$ cat config.mk
export PLATFORM = sky130hd
export DESIGN_NAME = exc_commit_ctrl
export DESIGN_NICKNAME = d
export VERILOG_FILES = /design/src/rtl/exc_commit_ctrl.sv
export SDC_FILE = /design/constraint.sdc
export NUM_CORES = 1
export LEC_CHECK = 0
export ABC_AREA = 0
export CAP_MARGIN = 10
export CORE_AREA = 2 2 110 112
export DETAILED_ROUTE_END_ITERATION = 8
export DIE_AREA = 0 0 112 114
export PLACE_DENSITY = 0.86
export SLEW_MARGIN = 20
export SYNTH_ARGS = -nofsm -noshare
export SYNTH_HDL_FRONTEND = slang
export SYNTH_SLANG_ARGS = --single-unit
$ cat constraint.sdc
create_clock -name clk -period 4.33 [get_ports clk]
set_clock_uncertainty 0.1 [all_clocks]
set_input_delay 0.6495 -clock clk [delete_from_list [all_inputs] [get_ports clk]]
set_output_delay 0.6495 -clock clk [all_outputs]
set_load 0.005 [all_outputs]
$ cat src/rtl/exc_commit_ctrl.sv
// Exception/ERTN commit controller: picks the winning cause from the WB stage,
// pulses the CSR file once, then flushes and redirects fetch with a handshake.
module exc_commit_ctrl (
  input  logic        clk,
  input  logic        reset,
  input  logic        wb_valid,
  output logic        wb_ready,
  input  logic [31:0] wb_pc,
  input  logic [31:0] wb_vaddr,
  input  logic        wb_exc_adef,
  input  logic        wb_exc_ine,
  input  logic        wb_exc_sys,
  input  logic        wb_exc_brk,
  input  logic        wb_exc_ale,
  input  logic        wb_ertn,
  input  logic        has_int,
  input  logic [31:0] ex_entry,
  input  logic [31:0] ertn_entry,
  output logic        wb_ex,
  output logic        ertn_flush,
  output logic [5:0]  csr_ecode,
  output logic [8:0]  csr_esubcode,
  output logic [31:0] csr_pc,
  output logic [31:0] csr_vaddr,
  output logic        flush_all,
  output logic        redirect_valid,
  output logic [31:0] redirect_pc,
  input  logic        redirect_ready
);

  localparam logic [5:0] ECODE_INT = 6'h00;
  localparam logic [5:0] ECODE_ADE = 6'h08;
  localparam logic [5:0] ECODE_ALE = 6'h09;
  localparam logic [5:0] ECODE_SYS = 6'h0B;
  localparam logic [5:0] ECODE_BRK = 6'h0C;
  localparam logic [5:0] ECODE_INE = 6'h0D;

  typedef enum logic [1:0] {
    IDLE     = 2'd0,
    FLUSH    = 2'd1,
    REDIRECT = 2'd2
  } state_e;

  state_e      state_q;
  logic        is_trap_q;
  logic        wb_ex_q;
  logic        ertn_flush_q;
  logic        flush_all_q;
  logic        redirect_valid_q;
  logic [31:0] redirect_pc_q;
  logic [5:0]  csr_ecode_q;
  logic [8:0]  csr_esubcode_q;
  logic [31:0] csr_pc_q;
  logic [31:0] csr_vaddr_q;

  logic        trap_s;
  logic [5:0]  ecode_d;
  logic [8:0]  esubcode_d;
  logic [31:0] vaddr_d;

  // Priority decode of the WB-stage cause: INT > ADEF > INE > SYS > BRK > ALE.
  always_comb begin
    trap_s     = has_int | wb_exc_adef | wb_exc_ine | wb_exc_sys | wb_exc_brk | wb_exc_ale;
    ecode_d    = ECODE_INT;
    esubcode_d = 9'd0;
    vaddr_d    = 32'h0000_0000;
    if (has_int) begin
      ecode_d = ECODE_INT;
    end else if (wb_exc_adef) begin
      ecode_d = ECODE_ADE;
      vaddr_d = wb_pc;
    end else if (wb_exc_ine) begin
      ecode_d = ECODE_INE;
    end else if (wb_exc_sys) begin
      ecode_d = ECODE_SYS;
    end else if (wb_exc_brk) begin
      ecode_d = ECODE_BRK;
    end else if (wb_exc_ale) begin
      ecode_d = ECODE_ALE;
      vaddr_d = wb_vaddr;
    end else begin
      ecode_d = ECODE_INT;
    end
  end

  // Commit FSM with all outputs registered.
  always_ff @(posedge clk) begin
    if (reset) begin
      state_q          <= IDLE;
      is_trap_q        <= 1'b0;
      wb_ex_q          <= 1'b0;
      ertn_flush_q     <= 1'b0;
      flush_all_q      <= 1'b0;
      redirect_valid_q <= 1'b0;
      redirect_pc_q    <= 32'h0000_0000;
      csr_ecode_q      <= 6'h00;
      csr_esubcode_q   <= 9'd0;
      csr_pc_q         <= 32'h0000_0000;
      csr_vaddr_q      <= 32'h0000_0000;
    end else begin
      case (state_q)
        IDLE: begin
          if (wb_valid && (trap_s || wb_ertn)) begin
            state_q      <= FLUSH;
            is_trap_q    <= trap_s;
            wb_ex_q      <= trap_s;
            ertn_flush_q <= ~trap_s;
            flush_all_q  <= 1'b1;
            // CSR cause fields only change for traps; ERTN leaves them as they were.
            if (trap_s) begin
              csr_ecode_q    <= ecode_d;
              csr_esubcode_q <= esubcode_d;
              csr_pc_q       <= wb_pc;
              csr_vaddr_q    <= vaddr_d;
            end
          end
        end
        FLUSH: begin
          state_q          <= REDIRECT;
          wb_ex_q          <= 1'b0;
          ertn_flush_q     <= 1'b0;
          redirect_valid_q <= 1'b1;
          redirect_pc_q    <= is_trap_q ? ex_entry : ertn_entry;
        end
        REDIRECT: begin
          if (redirect_ready) begin
            state_q          <= IDLE;
            redirect_valid_q <= 1'b0;
            flush_all_q      <= 1'b0;
          end
        end
        default: begin
          state_q          <= IDLE;
          wb_ex_q          <= 1'b0;
          ertn_flush_q     <= 1'b0;
          flush_all_q      <= 1'b0;
          redirect_valid_q <= 1'b0;
        end
      endcase
    end
  end

  assign wb_ready       = (state_q == IDLE);
  assign wb_ex          = wb_ex_q;
  assign ertn_flush     = ertn_flush_q;
  assign flush_all      = flush_all_q;
  assign redirect_valid = redirect_valid_q;
  assign redirect_pc    = redirect_pc_q;
  assign csr_ecode      = csr_ecode_q;
  assign csr_esubcode   = csr_esubcode_q;
  assign csr_pc         = csr_pc_q;
  assign csr_vaddr      = csr_vaddr_q;

endmodule

==> run summary, run 1 <==
Synthesized flop and latch total: 107
Kind of start point of the critical path: input port
Number of distinct standard cells referenced by the synthesized netlist: 36
Post-CTS Hold Buffers: 0
Number of sinks driven by the clock tree: 107
Placeable core region: 11710 um^2
Worst EP required: 4.49 ns
Crit path time final: 2.619 ns
Post-CTS setup repair buffer count: 0
Cell area after layout: 7451 um^2
Depth of the worst hold-timing path: 2
Reg-to-Reg Start: state_q[0]
Max frequency: 381.9 MHz
Run status: complete, no violations
Worst-path fanout max: 31
Final wirelength: 14030 um
Synthesized area: 4731 um^2
Vias in the first global route: 4389
Total Neg Setup Slack: 0 ns
Final core utilization: 63.62%
Gate Count Post-Synth: 496
Leakage power: 2.723 nW
Power per cell area: 340.4 nW/um^2
Max incr delay on CP: 0.63 ns
HPWL reported at the end of detailed placement: 10610 um
Initial antenna violation count: 0
Die footprint: 12770 um^2
Total overflow reported by the global router: 0
Count of filler cells inserted in the layout: 922
Measured slew at the worst slew-check pin: 0.9772 ns
Total via count in the routed design: 4476
Maximum number of pins on one net before global-route repair: 83
Largest vdd supply drop: 0.0001669 V
Fraction of final layout cells sized beyond drive strength 1: 12.55%
Number of failing hold endpoints at the final stage: 0
Async SR Flop Fraction: 0%
Cell family with most CP delay: simple AND/OR/NAND/NOR gates
Root Buffer Master: sky130_fd_sc_hd__clkbuf_16
Remaining routing DRC violations: 0
Area of all sequential standard cells: 2143 um^2
Final setup slack of the worst path: 1.711 ns
Largest buffer count on any clock path: 2
Rows: 40
RSZ-0062 raised after global routing: no
CTS Buf Count: 9
Post-synth EDFFs: 0
Count of nets left with antenna violations after detail routing: 0
Worst reg-to-reg setup slack: 2.11 ns
Drt via density: 5.181
Num ports: 255
Clock-pin slew on the worst setup and hold paths: 0.07 ns
Number of max-slew violations in the final report: 0
GPL Wtd Cong: 0.8270
Worst setup timing slack at the placement stage: 1.350 ns
Headroom to the max-slew limit: 34.86%
Layout overhead on the synthesized area: 57.50%
Total number of nets in the final design: 851
CTS HTree Levels: 3
Antenna Diode Count: 0
Drt first-iter violations: 279
Count of max-cap constraint violations: 0
Per-cell routed wire length: 16.23 um
Post-route fraction of the period consumed by the critical path: 60.48%
Worst R2R Path Depth: 5
End of the worst register-to-register path: csr_pc[5]
Area post-placement: 7127 um^2
Data arrival at the endpoint of the critical path: 2.78 ns
Most used flip-flop cell after synthesis: sky130_fd_sc_hd__dfxtp_1
Total of warnings raised by yosys: 0
Critical hold path startpoint: csr_pc[22]
Part of the Yosys area used for sequential elements: 45.28%
Mean post-synth cell area: 9.538 um^2
First-pass GRT wire length: 21740 um
Clock latency of the later-clocked register in the worst-skew pair: 0.34 ns
Final setup fails: 0
Initial Utilization: 40.40%
Slowest-stage cell, CP: sky130_fd_sc_hd__or4_4
Multi-input logic area: 2293 um^2
Worst hold endpoint: csr_pc[22]
Startpoint-to-endpoint class of the critical path: in -> reg
Drt pass-1 iters: 4
Critical path cell sequence: clkdlybuf4s50_1 > or4_4 > nor3b_4 > buf_4 > a221oi_1 > nor3_2
Port bufs: 243
Vertical die dimension: 114 um
Capturing element type of the critical path: flip-flop
Class of the worst hold path: reg -> reg
Total routing resource utilization after global routing: 21.43%
Combined buffer and inverter count along the critical path: 2
CTS tree: yes
Resized Gates After CTS: 0
Horizontal die dimension: 112 um
## sequential cells by signal, indices dropped and copies added, names as in the netlist
name / cells
flush_all: 1
redirect_valid: 1
ertn_flush: 1
csr_pc: 32
redirect_pc: 32
csr_vaddr: 32
state_q: 2
wb_ex: 1
is_trap_q: 1
csr_ecode: 4
## stage by stage
stage                     total power (W)  hold slack (ns)  std cells
after floorplan                  0.001381           0.3483        506
final                            0.002536           0.3556        864
after global routing             0.002652           0.3724        864
after CTS                        0.002569           0.3574        864
after detailed placement         0.001701           0.3475        848
after global placement           0.001682           0.3434        848
## worst max path at each step
stage	start	depth (start not counted)	slack (ns)	endpoint
global route	wb_valid	6	1.50	csr_pc[5]
detailed placement	wb_exc_sys	6	1.35	csr_vaddr[10]
global placement	wb_exc_sys	6	1.40	csr_vaddr[12]
floorplan	wb_exc_sys	8	2.12	csr_pc[10]
finish	wb_exc_sys	6	1.71	csr_vaddr[10]
CTS	wb_exc_sys	6	1.71	csr_vaddr[10]
## metal layers
metal / share of wire [%] / track usage (%) / up-vias
met5: 0 / 0 / -
met4: 3.8 / 10.89 / 0
met3: 8.1 / 6.642 / 38
met2: 51 / 39.56 / 205
met1: 37 / 21.90 / 2064
li1: - / - / 2169
## cells in the final DEF (no fill, tap or decap), types with 2 or more instances in the layout
cell                              instances
sky130_fd_sc_hd__nor2b_4                  2
sky130_fd_sc_hd__nand2_1                 69
sky130_fd_sc_hd__nor2b_1                  4
sky130_fd_sc_hd__clkdlybuf4s50_1        242
sky130_fd_sc_hd__clkbuf_8                 4
sky130_fd_sc_hd__nor2_1                  71
sky130_fd_sc_hd__conb_1                  11
sky130_fd_sc_hd__mux2i_1                 32
sky130_fd_sc_hd__nor3_2                  30
sky130_fd_sc_hd__a211oi_1                32
sky130_fd_sc_hd__clkbuf_16                9
sky130_fd_sc_hd__buf_4                    8
sky130_fd_sc_hd__a221oi_2                25
sky130_fd_sc_hd__nor3_1                   3
sky130_fd_sc_hd__a21oi_1                 38
sky130_fd_sc_hd__dfxtp_1                106
sky130_fd_sc_hd__a221oi_1                 7
## cells in the mapped netlist, drive strengths merged, types with 2 or more instances
cell type / count / area [um^2]
a211oi: 33 / 252.7
a21oi: 38 / 190.2
a221oi: 32 / 436.7
buf: 37 / 281.5
clkbuf: 19 / 71.32
dfxtp: 107 / 2142
mux2i: 32 / 320.3
nand2: 69 / 259.0
nor2: 71 / 266.5
nor2b: 6 / 37.54
nor3: 33 / 315.3
nor3b: 3 / 38.79
o21a: 2 / 15.01
o21ai: 2 / 13.76
or2: 2 / 12.52
## layout make-up
type,instances,share of cell area (%)
timing repair buffer,251,33.59
clock buffer,13,3.762
inverter,1,0.05038
multi-input combinational,342,30.78
sequential,107,28.77
tap,147,2.469
clock inverter,3,0.5877
## cell families (layout without fill, tap and decap cells)
kind of cell,Yosys count,count (layout),synth area share (%)
multiplexers,32,32,6.771
AND/OR/NAND/NOR,186,186,20.07
flip-flops,107,107,45.28
other,1,11,0.07927
AO/OA/AOI/OAI,113,113,20.26
buffers and inverters,57,268,7.538
## worst min-delay path: stages (launching register included)
cell                      delay (ns)
sky130_fd_sc_hd__dfxtp_1        0.31
sky130_fd_sc_hd__nand2_1        0.05
sky130_fd_sc_hd__a21oi_1        0.05
## power breakdown
group          internal, W  total (W)  leakage (nW)  switching, W
Clock             0.000512   0.000862         0.162      0.000350
Sequential         0.00106    0.00111         0.880     0.0000499
Combinational     0.000332   0.000565          1.68      0.000234
No activity file was read; power rests on OpenSTA's default activity.
==> inputs of run 2 (changes only) <==
--- a/config.mk
+++ b/config.mk
@@ -7,10 +7,10 @@
 export LEC_CHECK = 0
 export ABC_AREA = 0
 export CAP_MARGIN = 10
-export CORE_AREA = 2 2 110 112
+export CORE_AREA = 2 2 118 120
 export DETAILED_ROUTE_END_ITERATION = 8
-export DIE_AREA = 0 0 112 114
-export PLACE_DENSITY = 0.86
+export DIE_AREA = 0 0 120 122
+export PLACE_DENSITY = 0.79
 export SLEW_MARGIN = 20
 export SYNTH_ARGS = -nofsm -noshare
 export SYNTH_HDL_FRONTEND = slang
==> constraint.sdc (replaced) <==
create_clock -name clk -period 2.4 [get_ports clk]
set_clock_uncertainty 0.1 [all_clocks]
set_input_delay 0.36 -clock clk [delete_from_list [all_inputs] [get_ports clk]]
set_output_delay 0.36 -clock clk [all_outputs]
set_load 0.005 [all_outputs]
==> run summary, run 2 (synthesis gave the netlist of run 1 again) <==
Run status: complete, no violations
First-pass GRT wire length: 21960 um (+1.0%)
Clock-pin slew on the worst setup and hold paths: 0.07 ns (about the same)
Final wirelength: 14180 um (+1.1%)
Critical hold path startpoint: csr_pc[22]
Total via count in the routed design: 4465 (-0.25%)
Final core utilization: 56.54% (-7.1 points)
Part of the power in registers: 41.8% (-1.9 points)
Drt first-iter violations: 305 (+9.3%)
Max incr delay on CP: 0.62 ns (about the same)
Count of nets left with antenna violations after detail routing: 0 (unchanged)
Slowest-stage cell, CP: sky130_fd_sc_hd__or4_4
Largest vdd supply drop: 0.0003836 V (+130%)
Vias in the first global route: 4338 (-1.2%)
Worst-path fanout max: 63 (+100%)
Post-route fraction of the period consumed by the critical path: 87.43%
Final setup fails: 0 (unchanged)
Critical path launch point: wb_exc_sys
Remaining routing DRC violations: 0 (unchanged)
Layout overhead on the synthesized area: 61.39%
Initial antenna violation count: 0 (unchanged)
Total overflow reported by the global router: 0 (unchanged)
Root Buffer Master: sky130_fd_sc_hd__clkbuf_16
Post-CTS setup repair buffer count: 0 (unchanged)
Worst EP required: 2.57 ns (-1.92 ns)
Comb pwr share: 22.5% (+0.2 points)
Largest buffer count on any clock path: 2 (unchanged)
CTS tree: yes
Num ports: 255 (unchanged)
Max frequency: 476.6 MHz
Critical path cell sequence: clkdlybuf4s50_1 > or4_4 > o21ai_4 > buf_12 > a221oi_1 > nor3_2
Resized Gates After CTS: 0 (unchanged)
Measured slew at the worst slew-check pin: 0.5347 ns (-0.4425 ns)
Vertical die dimension: 122 um (+7.0%)
Cell area after layout: 7635 um^2 (+2.5%)
Leakage power: 2.781 nW (+2.1%)
Die footprint: 14640 um^2 (+15%)
CTS HTree Levels: 3 (unchanged)
Area post-placement: 7291 um^2 (+2.3%)
Fraction of final layout cells sized beyond drive strength 1: 13.24% (+0.69 points)
RSZ-0062 raised after global routing: no
Class of the worst hold path: reg -> reg
Maximum number of pins on one net before global-route repair: 64 (-23%)
Switching Power: 0.001169 W (+85%)
Per-cell routed wire length: 15.67 um (-3.5%)
Kind of start point of the critical path: input port
Drt pass-1 iters: 5 (+1)
Horizontal die dimension: 120 um (+7.1%)
Total Neg Setup Slack: 0 ns (unchanged)
Fraction of power consumed by the clock network: 35.7% (+1.7 points)
Capturing element type of the critical path: flip-flop
Data arrival at the endpoint of the critical path: 2.26 ns (-0.52 ns)
Rows: 43 (+7.5%)
Post-CTS Hold Buffers: 0 (unchanged)
Total number of nets in the final design: 859 (+0.94%)
Cell family with most CP delay: simple AND/OR/NAND/NOR gates
Antenna Diode Count: 0 (unchanged)
Power per cell area: 622.2 nW/um^2 (+83%)
Startpoint-to-endpoint class of the critical path: in -> reg
Port bufs: 243 (unchanged)
CTS Buf Count: 9 (unchanged)
Total routing resource utilization after global routing: 18.89% (-2.5 points)
GPL Wtd Cong: 0.7861 (-4.9%)
Net Sw Frac: 24.62% (-0.36 points)
Number of failing hold endpoints at the final stage: 0 (unchanged)
Combined buffer and inverter count along the critical path: 2 (unchanged)
Number of max-slew violations in the final report: 0 (unchanged)
Internal power summed over all cells: 0.003581 W (+88%)
Count of max-cap constraint violations: 0 (unchanged)
Reg-to-Reg Start: state_q[1]
Initial Utilization: 35.03% (-5.4 points)
Drt via density: 4.934 (-4.8%)
Number of sinks driven by the clock tree: 107 (unchanged)
Highest-count cells in the layout ignoring fill and taps: 242 x sky130_fd_sc_hd__clkdlybuf4s50_1, 106 x sky130_fd_sc_hd__dfxtp_1, 71 x sky130_fd_sc_hd__nor2_1
Placeable core region: 13500 um^2 (+15%)
Headroom to the max-slew limit: 64.35% (+29 points)
Clock latency of the later-clocked register in the worst-skew pair: 0.34 ns (about the same)
Leading cell type in the layout, fill and taps excluded: sky130_fd_sc_hd__clkdlybuf4s50_1
HPWL reported at the end of detailed placement: 10600 um (-0.11%)
Crit path time final: 2.098 ns
run 2: cell types whose count changed in the layout (fill, tap and decap cells not counted), moves of 2 or more:
cell,previous run,this run
sky130_fd_sc_hd__clkbuf_8,4,1
sky130_fd_sc_hd__buf_4,8,11
sky130_fd_sc_hd__bufinv_16,1,3
sky130_fd_sc_hd__buf_12,1,6
sky130_fd_sc_hd__clkbuf_1,0,2
run 2: power by group through the flow:
stage | Sequential [W] | Combinational, W | Clock [W]
finish | 0.00199 | 0.00107 | 0.00169
global route | 0.00200 | 0.00116 | 0.00181
CTS | 0.00199 | 0.00108 | 0.00173
detailed placement | 0.00203 | 0.00108 | 0
global placement | 0.00202 | 0.00105 | 0
floorplan | 0.00203 | 0.000463 | 0
run 2: tightest hold or removal path, cell delays in order, from the launching register on:
cell	delay, ns
sky130_fd_sc_hd__dfxtp_1	0.31
sky130_fd_sc_hd__nand2_1	0.05
sky130_fd_sc_hd__a21oi_1	0.05
run 2: final timing paths:
path / to / slack, ns / cells after the start
setup reg to reg: csr_vaddr[10] / 0.69 / 6
hold / removal: csr_pc[22] / 0.35 / 2
setup / recovery: csr_vaddr[10] / 0.30 / 6
hold reg to reg: csr_pc[22] / 0.35 / 2
run 2: stage by stage:
stage          hold slack, ns  power, W  cells  worst slack [ns]
2_1_floorplan          0.3483  0.002491    506            0.4841
3_5_place_dp           0.3474  0.003102    889          -0.06060
6_report               0.3542  0.004750    905            0.3017
5_1_grt                0.3782  0.004966    905            0.2451
3_3_place_gp           0.3371  0.003069    889           0.04349
4_1_cts                0.3525  0.004800    905            0.3112
run 2: routing by layer:
metal / part of all wire, % / GRT usage, % / vias up
met5: 0 / 0 / -
met3: 8.8 / 5.431 / 19
met4: 2.0 / 7.500 / 0
met1: 39 / 20.85 / 2051
li1: - / - / 2180
met2: 50 / 34.13 / 215
run 2: layout make-up:
type                       instances  area (um^2)
timing repair buffer             259         2625
multi-input combinational        342         2293
tap                              180        225.2
inverter                           1        3.754
clock inverter                     4        97.59
clock buffer                      12        246.5
sequential                       107         2143
fill                            1172         5869
==> inputs of run 3 (changes only) <==
--- a/config.mk
+++ b/config.mk
@@ -11,6 +11,7 @@
 export DETAILED_ROUTE_END_ITERATION = 8
 export DIE_AREA = 0 0 120 122
 export PLACE_DENSITY = 0.79
+export REMOVE_ABC_BUFFERS = 1
 export SLEW_MARGIN = 20
 export SYNTH_ARGS = -nofsm -noshare
 export SYNTH_HDL_FRONTEND = slang
==> run summary, run 3 (synthesis gave the netlist of run 1 again) <==
Class of the worst hold path: reg -> reg
Switching Power: 0.001157 W (-1.0%)
Crit path time final: 2.070 ns (-0.02878 ns)
Measured slew at the worst slew-check pin: 0.6580 ns (+0.1233 ns)
Total overflow reported by the global router: 0 (unchanged)
Resized Gates After CTS: 0 (unchanged)
Root Buffer Master: sky130_fd_sc_hd__clkbuf_16
Final setup fails: 0 (unchanged)
Depth of the worst hold-timing path: 1 (-1)
CTS tree: yes
CTS Buf Count: 9 (unchanged)
RSZ-0062 raised after global routing: no
Vertical die dimension: 122 um (unchanged)
Leading cell type in the layout, fill and taps excluded: sky130_fd_sc_hd__clkdlybuf4s50_1
Num ports: 255 (unchanged)
Run status: complete, no violations
Number of max-slew violations in the final report: 0 (unchanged)
Critical path cell sequence: clkdlybuf4s50_1 > or4_4 > buf_4 > or2_1 > a2111oi_1
Post-CTS Hold Buffers: 0 (unchanged)
Count of nets left with antenna violations after detail routing: 0 (unchanged)
Per-cell routed wire length: 15.10 um (-3.6%)
Capturing element type of the critical path: flip-flop
First-pass GRT wire length: 21160 um (-3.7%)
CTS HTree Levels: 3 (unchanged)
Port bufs: 243 (unchanged)
Drt first-iter violations: 217 (-29%)
Cell area after layout: 7589 um^2 (-0.61%)
Worst R2R Path Depth: 5 (-1)
Area post-placement: 7278 um^2 (-0.17%)
Net Sw Frac: 25.17% (+0.55 points)
Kind of start point of the critical path: input port
Drt pass-1 iters: 6 (+1)
Data arrival at the endpoint of the critical path: 2.20 ns (-0.06 ns)
Fraction of power consumed by the clock network: 33.8% (-1.9 points)
Vias in the first global route: 4438 (+2.3%)
Combined buffer and inverter count along the critical path: 2 (unchanged)
Clock-pin slew on the worst setup and hold paths: 0.07 ns (about the same)
Worst EP required: 2.53 ns (-0.04 ns)
Initial antenna violation count: 0 (unchanged)
Fraction of final layout cells sized beyond drive strength 1: 13.24% (unchanged)
Clock latency of the later-clocked register in the worst-skew pair: 0.34 ns (about the same)
Max frequency: 483.2 MHz (+1.4%)
Largest vdd supply drop: 0.0002865 V (-25%)
Max incr delay on CP: 0.62 ns (about the same)
Internal power summed over all cells: 0.003440 W (-3.9%)
Comb pwr share: 23.0% (+0.5 points)
Worst-path fanout max: 4 (-94%)
Antenna Diode Count: 0 (unchanged)
Post-route worst hold slack: 0.3524 ns (-0.001782 ns)
Placeable core region: 13500 um^2 (unchanged)
Cell family with most CP delay: simple AND/OR/NAND/NOR gates
Layout overhead on the synthesized area: 60.41%
Count of max-cap constraint violations: 0 (unchanged)
Slowest-stage cell, CP: sky130_fd_sc_hd__or4_4
Die footprint: 14640 um^2 (unchanged)
HPWL reported at the end of detailed placement: 10440 um (-1.5%)
Drt via density: 4.902 (-0.65%)
Leakage power: 2.765 nW (-0.57%)
Number of failing hold endpoints at the final stage: 0 (unchanged)
Total routing resource utilization after global routing: 18.13% (-0.76 points)
Remaining routing DRC violations: 0 (unchanged)
Largest buffer count on any clock path: 2 (unchanged)
Initial Utilization: 35.03% (unchanged)
GPL Wtd Cong: 0.8573 (+9.1%)
Post-CTS setup repair buffer count: 0 (unchanged)
Headroom to the max-slew limit: 56.14% (-8.2 points)
Final wirelength: 13670 um (-3.6%)
Startpoint-to-endpoint class of the critical path: in -> reg
Rows: 43 (unchanged)
Count of filler cells inserted in the layout: 1161 (-0.94%)
Highest-count cells in the layout ignoring fill and taps: 242 x sky130_fd_sc_hd__clkdlybuf4s50_1, 106 x sky130_fd_sc_hd__dfxtp_1, 71 x sky130_fd_sc_hd__nor2_1
Total via count in the routed design: 4436 (-0.65%)
Part of the power in registers: 43.2% (+1.4 points)
Logic depth of the worst setup path including buffers: 5 (-1)
Post-route fraction of the period consumed by the critical path: 86.23% (-1.2 points)
Total number of nets in the final design: 859 (unchanged)
Power per cell area: 605.9 nW/um^2 (-2.6%)
Horizontal die dimension: 120 um (unchanged)
Maximum number of pins on one net before global-route repair: 66 (+3.1%)
Number of sinks driven by the clock tree: 107 (unchanged)
-- run 3: per-layer routing --
layer | track usage [%] | share of wire, %
met5 | 0 | 0
met4 | 7.794 | 2.0
met3 | 6.133 | 10
met2 | 31.71 | 49
met1 | 20.05 | 39
-- run 3: final timing paths --
| check | end | startpoint | slack, ns |
|---|---|---|---|
| min reg2reg | redirect_valid | redirect_valid | 0.35 |
| max reg2reg | csr_vaddr[12] | state_q[0] | 0.65 |
| max | ertn_flush | wb_exc_sys | 0.33 |
| min | redirect_valid | redirect_valid | 0.35 |
-- run 3: layout make-up --
class	count	area, um^2	area share, %
Clock inverter	5	77.57	1.022
Clock buffer	11	232.7	3.067
Sequential cell	107	2143	28.24
Tap cell	180	225.2	2.968
Inverter	1	3.754	0.04946
Timing Repair Buffer	259	2613	34.43
Multi-Input combinational cell	342	2293	30.22
-- run 3: power groups by stage --
stage	Combinational [W]	Clock, W	Sequential, W
after floorplan	0.000378	0	0.00205
after CTS	0.00107	0.00161	0.00199
after global routing	0.00115	0.00167	0.00200
final	0.00106	0.00155	0.00199
after global placement	0.00104	0	0.00202
after detailed placement	0.00107	0	0.00203
-- run 3: worst register-to-register path, cell delays in order, from the launching register on --
cell,delay [ns]
sky130_fd_sc_hd__dfxtp_1,0.37
sky130_fd_sc_hd__nor3b_2,0.39
sky130_fd_sc_hd__o21ai_4,0.12
sky130_fd_sc_hd__buf_4,0.23
sky130_fd_sc_hd__a221oi_1,0.35
sky130_fd_sc_hd__nor3_2,0.08
-- run 3: stage by stage --
| stage | power (W) | TNS [ns] | std cells | setup WS, ns | util, % |
|---|---|---|---|---|---|
| global placement | 0.003062 | -0.00004841 | 889 | -0.00004841 | 53.90 |
| floorplan | 0.002424 | -69.37 | 450 | -0.7921 | - |
| detailed placement | 0.003093 | -0.05464 | 889 | -0.01533 | 53.90 |
| global route | 0.004821 | 0 | 905 | 0.2761 | 56.19 |
| finish | 0.004598 | 0 | 905 | 0.3304 | 56.19 |
| CTS | 0.004666 | 0 | 905 | 0.3559 | 56.19 |
